### src/rtl/spi_target.sv
// SPI target (mode 0) with a one-byte TX holding register and a byte receiver.
// SPIClk, nSPISel and SPIDi are synchronized into the Clk domain. All edge
// detection runs on the synchronized SPIClk.
// Optional feature macro: SPI_TARGET_BYTECOUNT_EN adds a saturating ByteCount output.
module spi_target #(
    parameter logic [7:0] FILL_BYTE   = 8'hFF,
    parameter int         SYNC_STAGES = 2
) (
    input  logic       Clk,
    input  logic       nReset,
    input  logic       SPIClk,
    input  logic       nSPISel,
    input  logic       SPIDi,
    output logic       SPIDo,
    output logic       SPIDoEn,
    output logic [7:0] RXData,
    output logic       RXValid,
    input  logic [7:0] TXData,
    input  logic       TXLoad,
    output logic       TXReady,
    output logic       TXUnderrun,
    output logic       Busy
`ifdef SPI_TARGET_BYTECOUNT_EN
    ,
    output logic [9:0] ByteCount
`endif
);

    typedef enum logic [1:0] {
        ST_IDLE       = 2'd0,
        ST_ACTIVE     = 2'd1,
        ST_WAIT_DESEL = 2'd2
    } state_t;

    state_t                 state_q, state_d;
    logic [SYNC_STAGES-1:0] sclk_sync_q, sclk_sync_d;
    logic [SYNC_STAGES-1:0] sel_sync_q, sel_sync_d;
    logic [SYNC_STAGES-1:0] di_sync_q, di_sync_d;
    logic [SYNC_STAGES-1:0] settle_q, settle_d;
    logic                   sclk_prev_q;
    logic [2:0]             bit_cnt_q, bit_cnt_d;
    logic [6:0]             rx_shift_q, rx_shift_d;
    logic [7:0]             tx_shift_q, tx_shift_d;
    logic [7:0]             hold_q, hold_d;
    logic                   hold_empty_q, hold_empty_d;
    logic [7:0]             rx_data_q, rx_data_d;
    logic                   rx_valid_q, rx_valid_d;
    logic                   underrun_q, underrun_d;
    logic                   spido_q, spido_d;
    logic                   spidoen_q, spidoen_d;
    logic                   busy_q, busy_d;
    logic                   load_tx_s;
    logic                   sclk_s, sel_s, di_s, sclk_rise_s, sclk_fall_s;

    assign sclk_s      = sclk_sync_q[SYNC_STAGES-1];
    assign sel_s       = sel_sync_q[SYNC_STAGES-1];
    assign di_s        = di_sync_q[SYNC_STAGES-1];
    assign sclk_rise_s = sclk_s & ~sclk_prev_q;
    assign sclk_fall_s = ~sclk_s & sclk_prev_q;

    assign SPIDo      = spido_q;
    assign SPIDoEn    = spidoen_q;
    assign RXData     = rx_data_q;
    assign RXValid    = rx_valid_q;
    assign TXReady    = hold_empty_q;
    assign TXUnderrun = underrun_q;
    assign Busy       = busy_q;

    // Synchronizer chains; settle_q fills with ones so WAIT_DESEL ignores the post-reset chain contents.
    always_comb begin
        sclk_sync_d    = sclk_sync_q;
        sel_sync_d     = sel_sync_q;
        di_sync_d      = di_sync_q;
        settle_d       = settle_q;
        sclk_sync_d[0] = SPIClk;
        sel_sync_d[0]  = nSPISel;
        di_sync_d[0]   = SPIDi;
        settle_d[0]    = 1'b1;
        for (int i = SYNC_STAGES - 1; i > 0; i--) begin
            sclk_sync_d[i] = sclk_sync_q[i-1];
            sel_sync_d[i]  = sel_sync_q[i-1];
            di_sync_d[i]   = di_sync_q[i-1];
            settle_d[i]    = settle_q[i-1];
        end
    end

    // Transfer state machine, shift registers and TX holding register next-state.
    always_comb begin
        state_d      = state_q;
        bit_cnt_d    = bit_cnt_q;
        rx_shift_d   = rx_shift_q;
        tx_shift_d   = tx_shift_q;
        hold_d       = hold_q;
        hold_empty_d = hold_empty_q;
        rx_data_d    = rx_data_q;
        rx_valid_d   = 1'b0;
        underrun_d   = 1'b0;
        load_tx_s    = 1'b0;
        case (state_q)
            ST_IDLE: begin
                if (!sel_s) begin
                    state_d    = ST_ACTIVE;
                    bit_cnt_d  = 3'd0;
                    rx_shift_d = 7'd0;
                    load_tx_s  = 1'b1;
                end else begin
                    state_d = ST_IDLE;
                end
            end
            ST_ACTIVE: begin
                if (sel_s) begin
                    // Deselect wins over any edge seen in the same cycle; partial byte dropped.
                    state_d    = ST_IDLE;
                    bit_cnt_d  = 3'd0;
                    rx_shift_d = 7'd0;
                end else if (sclk_rise_s) begin
                    rx_shift_d = {rx_shift_q[5:0], di_s};
                    bit_cnt_d  = bit_cnt_q + 3'd1;
                    if (bit_cnt_q == 3'd7) begin
                        rx_data_d  = {rx_shift_q, di_s};
                        rx_valid_d = 1'b1;
                    end else begin
                        rx_valid_d = 1'b0;
                    end
                end else if (sclk_fall_s) begin
                    if (bit_cnt_q == 3'd0) begin
                        load_tx_s = 1'b1;
                    end else begin
                        tx_shift_d = {tx_shift_q[6:0], 1'b0};
                    end
                end else begin
                    state_d = ST_ACTIVE;
                end
            end
            ST_WAIT_DESEL: begin
                if (settle_q[SYNC_STAGES-1] && sel_s) begin
                    state_d = ST_IDLE;
                end else begin
                    state_d = ST_WAIT_DESEL;
                end
            end
            default: begin
                state_d = ST_WAIT_DESEL;
            end
        endcase
        // Byte-boundary load uses the holding state as it was before this cycle.
        if (load_tx_s) begin
            if (!hold_empty_q) begin
                tx_shift_d   = hold_q;
                hold_empty_d = 1'b1;
            end else begin
                tx_shift_d = FILL_BYTE;
                underrun_d = 1'b1;
            end
        end else begin
            underrun_d = 1'b0;
        end
        if (TXLoad && hold_empty_q) begin
            hold_d       = TXData;
            hold_empty_d = 1'b0;
        end else begin
            hold_d = hold_d;
        end
        spidoen_d = (state_d == ST_ACTIVE);
        busy_d    = (state_d == ST_ACTIVE);
        spido_d   = spidoen_d & tx_shift_d[7];
    end

    // State and data registers with synchronous active-low reset.
    always_ff @(posedge Clk) begin
        if (!nReset) begin
            state_q      <= ST_WAIT_DESEL;
            sclk_sync_q  <= '0;
            sel_sync_q   <= '1;
            di_sync_q    <= '0;
            settle_q     <= '0;
            sclk_prev_q  <= 1'b0;
            bit_cnt_q    <= 3'd0;
            rx_shift_q   <= 7'd0;
            tx_shift_q   <= 8'd0;
            hold_q       <= 8'd0;
            hold_empty_q <= 1'b1;
            rx_data_q    <= 8'h00;
            rx_valid_q   <= 1'b0;
            underrun_q   <= 1'b0;
            spido_q      <= 1'b0;
            spidoen_q    <= 1'b0;
            busy_q       <= 1'b0;
        end else begin
            state_q      <= state_d;
            sclk_sync_q  <= sclk_sync_d;
            sel_sync_q   <= sel_sync_d;
            di_sync_q    <= di_sync_d;
            settle_q     <= settle_d;
            sclk_prev_q  <= sclk_s;
            bit_cnt_q    <= bit_cnt_d;
            rx_shift_q   <= rx_shift_d;
            tx_shift_q   <= tx_shift_d;
            hold_q       <= hold_d;
            hold_empty_q <= hold_empty_d;
            rx_data_q    <= rx_data_d;
            rx_valid_q   <= rx_valid_d;
            underrun_q   <= underrun_d;
            spido_q      <= spido_d;
            spidoen_q    <= spidoen_d;
            busy_q       <= busy_d;
        end
    end

`ifdef SPI_TARGET_BYTECOUNT_EN
    logic [9:0] byte_cnt_q, byte_cnt_d;

    assign ByteCount = byte_cnt_q;

    // Byte counter: cleared on select, counts completed bytes, saturates at 1023.
    always_comb begin
        byte_cnt_d = byte_cnt_q;
        if (state_q == ST_IDLE && state_d == ST_ACTIVE) begin
            byte_cnt_d = 10'd0;
        end else if (rx_valid_d && byte_cnt_q != 10'd1023) begin
            byte_cnt_d = byte_cnt_q + 10'd1;
        end else begin
            byte_cnt_d = byte_cnt_q;
        end
    end

    // Byte counter register.
    always_ff @(posedge Clk) begin
        if (!nReset) begin
            byte_cnt_q <= 10'd0;
        end else begin
            byte_cnt_q <= byte_cnt_d;
        end
    end
`endif

endmodule
### config.mk
export PLATFORM = sky130hd
export DESIGN_NAME = spi_target
export DESIGN_NICKNAME = d
export VERILOG_FILES = /design/src/rtl/spi_target.sv
export SDC_FILE = /design/constraint.sdc
export NUM_CORES = 1
export LEC_CHECK = 0
export BUFFER_PORTS_ARGS = -buffer_cell sky130_fd_sc_hd__buf_2
export CAP_MARGIN = 10
export CELL_PAD_IN_SITES_DETAIL_PLACEMENT = 2
export CELL_PAD_IN_SITES_GLOBAL_PLACEMENT = 2
export CORE_UTILIZATION = 37
export CTS_CLUSTER_SIZE = 20
export DETAILED_ROUTE_END_ITERATION = 10
export GPL_TIMING_DRIVEN = 1
export MAX_ROUTING_LAYER = met4
export PLACE_DENSITY = 0.93
export SYNTH_ARGS = -nofsm -noshare
export SYNTH_HDL_FRONTEND = slang
export SYNTH_SLANG_ARGS = --single-unit
export TNS_END_PERCENT = 100
### constraint.sdc
create_clock -name Clk -period 3.3 [get_ports Clk]
set_input_delay 0.495 -clock Clk [delete_from_list [all_inputs] [get_ports Clk]]
set_output_delay 0.495 -clock Clk [all_outputs]
set_load 0.01 [all_outputs]
Word-level counts from Yosys, hierarchy flattened:

Cells that the tools add are included.

* bits in registers: 50
* output and inout port bits: 14
* logic and storage cells: 82

* add/subtract/negate cells: 1
* eq/ne operators: 9
* multiplexer cells: 32
* bitwise gates (word level): 9
* reduce and logical (&&, ||, !) cells: 13

Operators by type and width (count)
* two-way mux 8 bit: 7
* two-way mux 7 bit: 3
* one-hot mux 7 bit (2 select lines): 1
* two-way mux 1 bit: 11
* two-way mux 3 bit: 3
* two-way mux 2 bit: 4
* nonzero test 2 bit: 4
* != test 2 bit (second input constant): 3
* inverter 1 bit: 6
* one-hot mux 2 bit (3 select lines): 1
* one-hot mux 3 bit (2 select lines): 1
* AND reduction 5 bit: 1
* == test 2 x 1 -> 1 bit (second input constant): 2
* AND reduction 4 bit: 1
* OR reduction 4 bit: 1
* adder 3 x 1 -> 3 bit (second input constant): 1
* AND 1 bit: 3
* == test 3 bit (second input constant): 1
* zero test 3 bit: 1
* != test 3 bit (second input constant): 1
* AND reduction 3 bit: 1
* == test 2 bit (second input constant): 1
* logical AND 1 bit: 2
* zero test 2 bit: 1
* other kinds (3): 3

Depth between registers and ports, before layout:

Gate-level depths: netlist of the first run.

* depth in word-level cells: 8
* mapped depth: 7
* gate-level depth less buffers: 6

Worst setup path after synthesis of the first run:

No wires, ideal clock.

* path kind: register to register
* start point: reg bit_cnt_q[0]
* end point: reg tx_shift_q[4]
* library setup time: 0.070 ns
* arrival: 1.446 ns
* slack: 1.785 ns
* cell stages (with the launch flop): 8
* path buffers: 1
* period minus slack after synthesis: 1.515 ns
* path through: dfxtp_1 inv_1 ha_1 and4bb_1 o21ai_2 buf_2 o31ai_1 a21oi_1

* longest elaborated chain between the ends: 8

RTL lines
* start: declaration: RTL line 41 `logic [2:0] bit_cnt_q, bit_cnt_d;`
* start signal: assignment: RTL line 196 `bit_cnt_q <= bit_cnt_d;`
* zero test 3 bit (*): RTL line 126 `if (bit_cnt_q == 3'd0) begin`
* two-way mux 1 bit: RTL line 126
* two-way mux 1 bit: RTL line 125 `end else if (sclk_fall_s) begin`
* two-way mux 1 bit: RTL line 116 `end else if (sclk_rise_s) begin`
* two-way mux 1 bit: RTL line 111 `if (sel_s) begin`
* one-hot mux 1 bit (2 select lines): RTL line 99 `case (state_q)`
* != test 2 bit (no line) (tied with other cells)
* AND reduction 5 bit (no line)
* end signal: assignment: RTL line 198 `tx_shift_q <= tx_shift_d;`
* end: declaration: RTL line 43 `logic [7:0] tx_shift_q, tx_shift_d;`

Mark *: on every way between the ends. The rest lies on a longest branch, timed or not.
A chain may end at the register's enable or synchronous reset.

Worst setup path after layout of the first run:

* start point: reg bit_cnt_q[0]
* end point: reg tx_shift_q[7]

* longest elaborated chain between the ends: 7

RTL lines
* zero test 3 bit (*): RTL line 126
* two-way mux 1 bit or two-way mux 8 bit (tied branches): RTL line 126
* two-way mux 1 bit or two-way mux 8 bit (tied branches): RTL line 125
* two-way mux 1 bit or two-way mux 8 bit (tied branches): RTL line 116
* two-way mux 1 bit or two-way mux 8 bit (tied branches): RTL line 111
* one-hot mux 1 bit (2 select lines) or two-way mux 8 bit (tied branches): RTL line 99
* two-way mux 8 bit (*): RTL line 147 `if (load_tx_s) begin`

Mark *: on every way between the ends. The rest lies on a longest branch, timed or not. The select of a mux whose other input is x is not followed.

==> impl_metrics.tcl, run 1 <==
set metrics [dict create \
    io_pins 28 \
    finalNetCount 236 \
    root_buffer "clkbuf_8" \
    die_area_mm2 0.00543 \
    reg2reg_to "tx_shift_q[7]" \
    fin_crit_sh_pct 59.8 \
    multi_input_comb_area_um2 800 \
    setup_tns_ns 0 \
    cp-end-kind "flip-flop" \
    cpPeakStageDelay_ns 0.56 \
    yosysSeqAreaShare_pct 52.6 \
    synth.ff_latch_count 50 \
    grt_pass1_wl_um 7090 \
    dpl-instance-area_mm2 0.00205 \
    final-hold-violation-count 0 \
    synth_compound_area_share_pct 13.2 \
    power_density_mw_per_mm2 489 \
    finalMaxSlewViolations 0 \
    gp_congestion 0.730 \
    clock_path_buffers 2 \
    n_fill_cell 543 \
    die_x_um 73.7 \
    numClockSinks 50 \
    fin_skew_ns 0.00676 \
    fin_ws_ns 1.33 \
    reg2reg_from "bit_cnt_q[0]" \
    synth.distinct_cells 34 \
    synthTopCellsByArea "dfxtp_1 53%, mux2i_1 7.9%, a21oi_1 6.3%, nand3_1 4.7%, nand2_1 4.5%" \
    grt_usage_pct 18.4 \
    overflow 0 \
    finalCriticalPeriod_ns 1.97 \
    synth_xor_xnor_area_share_pct 0 \
    viasPerCell 5.08 \
    core_area_mm2 0.00485 \
    cts_made_buffers 5 \
    syn-instance-count 197 \
    port_buffers 27 \
    drc 0 \
    synthMuxAreaShare_pct 7.89 \
    crit_start "bit_cnt_q[0]" \
    grtUsageMet1_pct 18.7 \
    wire_per_inst_um 14.9 \
    use_met2_pct 33.3 \
    crit_chain "inv_1 -> ha_1 -> and4bb_1 -> o21ai_2 -> nor3_1 -> a211oi_1" \
    final_cell_area_mm2 0.00214 \
    drt_first_pass_iters 4 \
    clkTransAtPathRegs_ns 0.09 \
    dp_hpwl_um 3110 \
    start_util_pct 39.2 \
    setup_viol 0 \
    place_ws_ns 1.32 \
    cellLeakagePower_nw 0.835 \
    grt_setup_unrepaired "no" \
    drive_above_1_share_pct 18.2 \
    clock_latency_ns 0.31 \
    die_h_um 73.7 \
    r2r_slack_ns 1.33 \
    syn-mean-instance-area_um2 9.65 \
    grt_pass1_vias 1513 \
    htreeDepth 2 \
    area_delta_synth_final_pct 12.8 \
    busiest_layer "met2" \
    ys_warn_count 0 \
    cts_resized 0 \
    routed_wirelength_um 4280 \
    cp.required_ns 3.52 \
    reg2reg_depth 6 \
    worstSetupPathType "flip-flop to flip-flop" \
    tritoncts "built" \
    status "finished clean" \
    critPathArrivalTime_ns 2.19 \
    power_mw 1.05 \
    cpMaxStageDelayCell "o21ai_2" \
    syn-num-nets 214 \
    rows 25 \
    grt_max_degree 29 \
    peakVddDrop_uv 352 \
    drt_iter0_markers 43 \
    synth_top_area_share_pct 52.6 \
    diodes 0 \
    antenna_found_initial 0 \
    whs_endpoint "sel_sync_q[0]" \
    hold_path.class "primary input to flip-flop" \
    synth-adder-area-share_pct 1.97 \
    worst_pin_slew_ns 0.696 \
    final_cells 287 \
    cp-start-kind "flip-flop" \
    ant_nets 0 \
    post_cts_buffers 0 \
    slew_headroom_pct 53.6 \
    num_vias 1457 \
    synth_top_family_by_area "simple AND/OR/NAND/NOR gates" \
    syn_area_mm2 0.00190 \
    min_path_cells 2 \
    fmax_mhz 507 \
    final_util_pct 44.2 \
    synthSimpleGateAreaFrac_pct 19.0 \
    seq_area_mm2 0.00100 \
    ctsHoldBuffers 0 \
    dp_cells 279 \
    synth_top_area_cell "dfxtp_1" \
    hold-worst-slack_ns 0.366 \
    critical_path.max_fanout 18 \
    hold_start "nSPISel" \
    drv_cap 0 \
    use_met3_pct 4.94 \
]
## metal layers
metal | part of all wire [%] | vias to the layer above
li1 | - | 717
met1 | 41 | 709
met2 | 54 | 25
met3 | 3.3 | 6
met4 | 1.6 | 0
met5 | 0 | -
## cells in the mapped netlist
cell	n
o31ai_1	6
mux2i_1	15
dfxtp_1	50
a21o_1	1
dlygate4sd1_1	1
a211oi_4	1
and4bb_1	1
and2b_1	1
nor3_1	1
and4b_1	1
o211a_1	1
inv_1	6
o311a_1	1
inv_2	1
clkbuf_1	5
nor3b_2	1
a21oi_1	24
ha_1	3
o21ai_2	1
nand2_1	23
buf_2	2
a211o_1	1
nor2b_1	1
nor2_1	10
nand3_1	18
nor3_4	1
nand2b_1	5
buf_6	2
and2_1	6
buf_1	2
a211oi_1	2
buf_4	1
nand4b_1	1
o21ai_1	1
## worst max-delay path by stage
| stage | to | cells past startpoint |
|---|---|---|
| 2_1_floorplan | tx_shift_q[4] | 7 |
| 3_3_place_gp | SPIDo | 5 |
| 3_5_place_dp | tx_shift_q[7] | 6 |
| 4_1_cts | tx_shift_q[7] | 6 |
| 5_1_grt | tx_shift_q[7] | 6 |
| 6_report | tx_shift_q[7] | 6 |
## sequential cells by signal (all words and copies together), names as in the netlist, 3 cells and up
| name | flops |
|---|---|
| RXData | 8 |
| hold_q | 8 |
| tx_shift_q | 8 |
| rx_shift_q | 7 |
| bit_cnt_q | 3 |
## worst max-delay path: cells and delay by family, from the launching register on
kind,cells,cell delay [ns]
AO/OA/AOI/OAI,2,0.81
adder cells (fa/ha/maj),1,0.22
buffers and inverters,1,0.07
flip-flops,1,0.37
AND/OR/NAND/NOR,2,0.42
## power by group
part	internal, mW	switching, mW
combinational	0.0193	0.0282
sequential	0.618	0.0158
clock	0.169	0.198
## cell usage in the layout, fill, tap and decap left out, types with 6 or more instances in the layout
| cell type | netlist | layout |
|---|---|---|
| dfxtp_1 | 50 | 50 |
| buf_2 | 2 | 27 |
| nor2_1 | 10 | 10 |
| nand2_1 | 23 | 23 |
| inv_1 | 6 | 6 |
| and2_1 | 6 | 6 |
| a21oi_1 | 24 | 24 |
| clkbuf_8 | 0 | 6 |
| mux2i_1 | 15 | 15 |
| nand3_1 | 18 | 18 |
| o31ai_1 | 6 | 6 |
## cell type report
| type | count | share of cell area (%) |
|---|---|---|
| Inverter | 7 | 1.23 |
| Tap cell | 67 | 3.91 |
| Clock buffer | 7 | 4.03 |
| Timing Repair Buffer | 28 | 6.65 |
| Sequential cell | 50 | 46.7 |
| Multi-Input combinational cell | 127 | 37.3 |
| Clock inverter | 1 | 0.233 |
## cells by family after synthesis
family / after synthesis
multiplexers: 15
buffers and inverters: 20
adder cells (fa/ha/maj): 3
AND/OR/NAND/NOR: 70
AO/OA/AOI/OAI: 39
flip-flops: 50
No activity file was read; power rests on OpenSTA's default activity.
==> inputs of run 2 (changes only) <==
- CORE_UTILIZATION: 37 -> 34
- PLACE_DENSITY: 0.93 -> 0.87
- clock period: 3.3 -> 1.9 ns (I/O delays scaled with it)
==> impl_metrics.tcl, run 2 (synthesized netlist as in run 1, its figures left out) <==
set metrics [dict create \
    status "finished clean" \
    fmax_mhz 603 \
    clock_path_buffers 2 \
    grt_pass1_vias 1584 \
    num_vias 1472 \
    worst_pin_slew_ns 0.517 \
    viasPerCell 4.99 \
    finalNetCount 241 \
    mostFrequentLayoutCells "50 x dfxtp_1, 27 x buf_2, 24 x a21oi_1" \
    gp_congestion 0.679 \
    port_buffers 27 \
    p_seq_share_pct 59.7 \
    peakVddDrop_uv 361 \
    grt_usage_pct 17.2 \
    io_pins 28 \
    core_area_mm2 0.00524 \
    post_cts_buffers 0 \
    drv_cap 0 \
    grt_pass1_wl_um 7620 \
    combinationalPowerShare_pct 5.0 \
    final_util_pct 41.7 \
    finalMaxSlewViolations 0 \
    die_h_um 76.8 \
    multi_input_comb_area_um2 800 \
    ant_nets 0 \
    routed_wirelength_um 4480 \
    cts_resized 0 \
    slew_headroom_pct 65.4 \
    finalCriticalPeriod_ns 1.66 \
    n_fill_cell 593 \
    die_x_um 76.8 \
    start_util_pct 36.3 \
    grt_max_degree 29 \
    drive_above_1_share_pct 20.0 \
    rows 26 \
    layout_commonest_cell "dfxtp_1" \
    drc 0 \
    cellLeakagePower_nw 0.859 \
    power_density_mw_per_mm2 839 \
    diodes 0 \
    fin_skew_ns 0.00296 \
    critPathArrivalTime_ns 1.83 \
    drt_iter0_markers 24 \
    ctsHoldBuffers 0 \
    clock_latency_ns 0.30 \
    dp_hpwl_um 3110 \
    htreeDepth 2 \
    cp-start-kind "flip-flop" \
    p_clk_share_pct 35.3 \
    numClockSinks 50 \
    critical_path.max_fanout 8 \
    clkTransAtPathRegs_ns 0.09 \
    seq_area_mm2 0.00100 \
    cp-end-kind "flip-flop" \
    cp.required_ns 2.07 \
    antenna_found_initial 0 \
    wire_per_inst_um 15.2 \
    die_area_mm2 0.00590 \
    grt_setup_unrepaired "no" \
    p_switching_mw 0.430 \
    intPower_mw 1.40 \
    worstSetupPathType "flip-flop to flip-flop" \
    final-hold-violation-count 0 \
    root_buffer "clkbuf_8" \
    setup_viol 0 \
    cts_made_buffers 5 \
    drt_first_pass_iters 4 \
    setup_tns_ns 0 \
    hold_path.class "primary input to flip-flop" \
    hold-worst-slack_ns 0.160 \
    fin_crit_sh_pct 87.3 \
    overflow 0 \
    r2r_slack_ns 0.24 \
    area_delta_synth_final_pct 14.9 \
    swShare_pct 23.5 \
    tritoncts "built" \
]
-- run 2: layer usage --
metal  global-route usage, %  part of all wire [%]  up-vias
met4                    5.77                   1.1        0
li1                        -                     -      723
met2                    28.8                    50       25
met1                    20.4                    46      720
met3                    3.57                   3.0        4
met5                       -                     0        -
-- run 2: area by class of cell --
class / instances / share of cell area (%)
Clock buffer: 7 / 3.95
Clock inverter: 1 / 0.229
Inverter: 7 / 1.20
Multi-Input combinational cell: 127 / 36.6
Sequential cell: 50 / 45.8
Tap cell: 70 / 4.01
Timing Repair Buffer: 33 / 8.24
-- run 2: path summary, 6_finish.rpt --
kind	from	end	depth (start not counted)
max	bit_cnt_q[1]	RXData[3]	7
max reg2reg	bit_cnt_q[1]	RXData[3]	7
min reg2reg	sel_sync_q[0]	sel_sync_q[1]	1
min	nSPISel	sel_sync_q[0]	2
-- run 2: stage by stage --
| stage | area (um2) | cells | setup WS (ns) | power, mW |
|---|---|---|---|---|
| finish | 2190 | 295 | 0.241 | 1.83 |
| global route | 2190 | 295 | 0.0944 | 1.90 |
| CTS | 2190 | 295 | 0.211 | 1.85 |
| detailed placement | 2090 | 287 | 0.233 | 1.21 |
| global placement | 2090 | 287 | 0.329 | 1.21 |
| floorplan | 1900 | 197 | 0.385 | 1.18 |
-- run 2: worst max-delay path, stage by stage (launching register included) --
cell and delay, ns:
dfxtp_1 0.38, ha_1 0.19, ha_1 0.15, nand4b_1 0.17
nor3_4 0.15, buf_4 0.21, mux2i_1 0.21, nor2_1 0.07
-- run 2: power groups by stage --
stage          Sequential (mW)  Clock, mW  Combinational, mW
2_1_floorplan             1.11          0             0.0692
3_3_place_gp              1.12          0             0.0887
3_5_place_dp              1.12          0             0.0935
4_1_cts                   1.10      0.657             0.0947
5_1_grt                   1.10      0.698              0.105
6_report                  1.10      0.647             0.0920
